<file path="src/rtl/mux2to1_var_pkg.sv">
// Shared width constants for the 2:1 mux family.
// Latency: n/a (constants only).
// Backpressure: n/a.
package mux2to1_var_pkg;
    localparam int DEFAULT_WIDTH  = 32;
    localparam int DATAPATH_WIDTH = 64;
endpackage

</file>
<file path="src/rtl/mux2to1_bit.sv">
// One-bit 2:1 selection slice, sum-of-products form.
// Latency: combinational, zero cycles.
// Backpressure: none; no handshake.
module mux2to1_bit
    import mux2to1_var_pkg::*;
(
    input  logic i0,
    input  logic i1,
    input  logic sel,
    output logic out
);

    assign out = (i1 & sel) | (i0 & ~sel);

endmodule

</file>
<file path="src/rtl/mux2to1_var.sv">
// WIDTH-bit 2:1 mux with combinational result and a registered copy.
// Latency: out is zero-cycle; q follows out one clk edge later.
// Backpressure: none; no handshake, q updates every edge.
module mux2to1_var
    import mux2to1_var_pkg::*;
#(
    parameter int WIDTH = DEFAULT_WIDTH
) (
    input  logic             clk,
    input  logic             reset,
    input  logic [WIDTH-1:0] i0,
    input  logic [WIDTH-1:0] i1,
    input  logic             sel,
    output logic [WIDTH-1:0] out,
    output logic [WIDTH-1:0] q
);

    // One shared select fans out to every bit slice.
    for (genvar k = 0; k < WIDTH; k++) begin : g_bit
        mux2to1_bit u_bit (
            .i0  (i0[k]),
            .i1  (i1[k]),
            .sel (sel),
            .out (out[k])
        );
    end

    // Reset wins over data; a parent tying i0 to q gets a load-enable register.
    always_ff @(posedge clk) begin
        if (reset) begin
            q <= '0;
        end else begin
            q <= out;
        end
    end

endmodule

</file>
<file path="config.mk">
export PLATFORM = sky130hd
export DESIGN_NAME = mux2to1_var
export DESIGN_NICKNAME = d
export VERILOG_FILES = /design/src/rtl/mux2to1_var_pkg.sv /design/src/rtl/mux2to1_bit.sv /design/src/rtl/mux2to1_var.sv
export SDC_FILE = /design/constraint.sdc
export NUM_CORES = 1
export LEC_CHECK = 0
export ABC_AREA = 0
export CAP_MARGIN = 20
export CORE_MARGIN = 5
export CORE_UTILIZATION = 29
export DETAILED_ROUTE_END_ITERATION = 8
export PLACE_DENSITY = 0.76
export SLEW_MARGIN = 40
export SYNTH_ARGS = -nofsm -noshare
export SYNTH_HDL_FRONTEND = slang
export SYNTH_SLANG_ARGS = --single-unit
</file>
<file path="constraint.sdc">
create_clock -name clk -period 1.14 [get_ports clk]
set_input_delay 0.228 -clock clk [delete_from_list [all_inputs] [get_ports clk]]
set_output_delay 0.228 -clock clk [all_outputs]
set_load 0.1 [all_outputs]
</file>
==> results.json <==
{
  "top_usage_layer": "met2",
  "drc": 0,
  "dpl_cell_area_sq_mm": 0.00340,
  "nets": 310,
  "cts_root_buffer": "clkbuf_8",
  "syn_to_final_growth_pct": 118,
  "io_buffers": 130,
  "track_usage_pct": 14.0,
  "drt_iter0_markers": 20,
  "startpoint_type": "input pin",
  "synth-edff-count": 0,
  "grt_max_degree": 16,
  "grtUsageMet2_pct": 26.4,
  "finalSetupTns_ns": -2.54,
  "cts_hold_buf": 0,
  "finalPower_mw": 4.60,
  "final.fill_count": 435,
  "clk_path_buf_depth": 2,
  "min-delay-start": "i1[31]",
  "worst_pin_slew_ns": 0.157,
  "syn_inst": 135,
  "power_density_mw_per_mm2": 1310,
  "use_met3_pct": 6.58,
  "slew_headroom_pct": 89.5,
  "largest_register_ff_count": 32,
  "grt_pass1_vias": 1493,
  "hold_class": "in2reg",
  "die_h_microns": 84.5,
  "cts_buffers": 5,
  "critPathArrivalTime_ns": 1.00,
  "antenna_found_initial": 1,
  "fin_cells": 317,
  "synthTopCellsByArea": "dfxtp_1, mux2_4, buf_4",
  "die-area_sq_mm": 0.00714,
  "ys_ff_latch": 32,
  "ys_types": 7,
  "globalRouteMet1Util_pct": 12.4,
  "critPathCaptureType": "output pin",
  "status": "finished with violations",
  "cts_max_level": 2,
  "drt_wl_total_microns": 5100,
  "fin_area_sq_mm": 0.00352,
  "die_x_microns": 84.5,
  "routed_via_density": 4.05,
  "syn_area_per_cell_sq_um": 11.9,
  "synth.cell_area_sq_mm": 0.00161,
  "async_flop_share_pct": 0,
  "violations": "setup timing",
  "grt_setup_unrepaired": "yes",
  "pre_cts_ws_ns": -0.215,
  "fmax_mhz": 812,
  "path_class": "in2out",
  "grt-ovfl-total": 0,
  "layout_setup_ws_ns": -0.0910,
  "start_util_pct": 29.6,
  "maxCapViolCount": 0,
  "grt_pass1_wl_microns": 7540,
  "syn_nets": 202,
  "cp_max_fo": 8,
  "cts_tree": "done",
  "placed_cells": 303,
  "fin_crit_sh_pct": 108,
  "ios": 131,
  "largest-register": "q",
  "p_leak_nw": 1.65,
  "dp_hpwl_microns": 4270,
  "synth_top_area_share_pct": 39.8,
  "min_path_cells": 3,
  "synth_flop_cell": "dfxtp_1",
  "num_vias": 1284,
  "yosys_warnings": 0,
  "setup_viol": 32,
  "first_pass_iters": 2,
  "yosysSeqAreaShare_pct": 39.8,
  "yosys-top-cells-count": "buf_4, dfxtp_1, nor2b_1",
  "finalMaxSlewViolations": 0,
  "gp_congestion": 0.703,
  "fin_crit_ns": 1.23,
  "clock_sinks": 32,
  "reg_top3": "q: 32 flops",
  "crit_required_ns": 0.91,
  "drtAntennaViolNets": 0,
  "crit_path_start": "sel",
  "core-area_sq_mm": 0.00544,
  "rows": 27,
  "drive_gt1_share_pct": 47.1,
  "wl_per_cell_microns": 16.1,
  "vdd_drop_max_mv": 0.543,
  "synth_top_area_cell": "dfxtp_1",
  "clkTransAtPathRegs_ns": 0.07,
  "hold_viol": 0
}
==> critical path, cell delays in order <==
cell and delay (ns):
buf_12 0.12, buf_16 0.15, mux2_4 0.33, buf_12 0.17
==> stage by stage <==
step	utilization [%]	hold WS (ns)
finish	64.7	0.439
global route	64.7	0.446
CTS	64.5	0.431
detailed placement	62.6	0.695
global placement	62.6	0.695
floorplan	-	0.300
==> cell type report <==
type | instances | area (sq um) | share of cell area (%)
well taps | 72 | 90.1 | 2.56
repair buffers | 140 | 2010 | 57.2
clock inverters | 2 | 10.0 | 0.284
diodes | 1 | 2.50 | 0.0711
flip-flops and latches | 32 | 641 | 18.2
clock buffers | 6 | 82.6 | 2.35
multi-input cells | 64 | 681 | 19.3
==> cells in the final DEF (no fill, tap or decap) <==
| cell type | synthesis | routed |
|---|---|---|
| buf_12 | 0 | 67 |
| buf_16 | 0 | 2 |
| buf_4 | 32 | 6 |
| clkbuf_8 | 0 | 6 |
| clkdlybuf4s50_1 | 0 | 1 |
| clkinv_2 | 0 | 2 |
| dfxtp_1 | 32 | 32 |
| diode_2 | 0 | 1 |
| dlygate4sd2_1 | 0 | 64 |
| mux2_4 | 30 | 32 |
| nor2b_1 | 32 | 32 |
==> per-layer routing <==
| metal | share of wire [%] | vias up |
|---|---|---|
| li1 | - | 618 |
| met1 | 31 | 576 |
| met2 | 55 | 81 |
| met3 | 11 | 9 |
| met4 | 2.1 | 0 |
| met5 | 0 | - |
==> repair_timing <==
item | 4_1_cts | 5_1_grt
cloned | 2 | 0
pin swaps | 0 | 0
resized for setup | 72 | 0
buffers inserted | 2 | 1
endpoints found under the setup margin | 32 | 32
==> worst paths after layout <==
path / end / slack [ns]
hold / removal: q[31] / 0.44
setup / recovery: out[4] / -0.09
==> report_power, final <==
part | leakage (nW) | internal, mW | switching [mW]
logic | 1.34 | 0.960 | 1.49
registers | 0.267 | 1.20 | 0.0606
clock network | 0.0510 | 0.481 | 0.415
total | 1.65 | 2.64 | 1.97
==> cell families after synthesis <==
family	count (synthesis)	synth area share, %
simple gates	32	12.4
flops	32	39.8
buf+inv	39	18.4
mux	32	29.4
No activity file was read; power rests on OpenSTA's default activity.
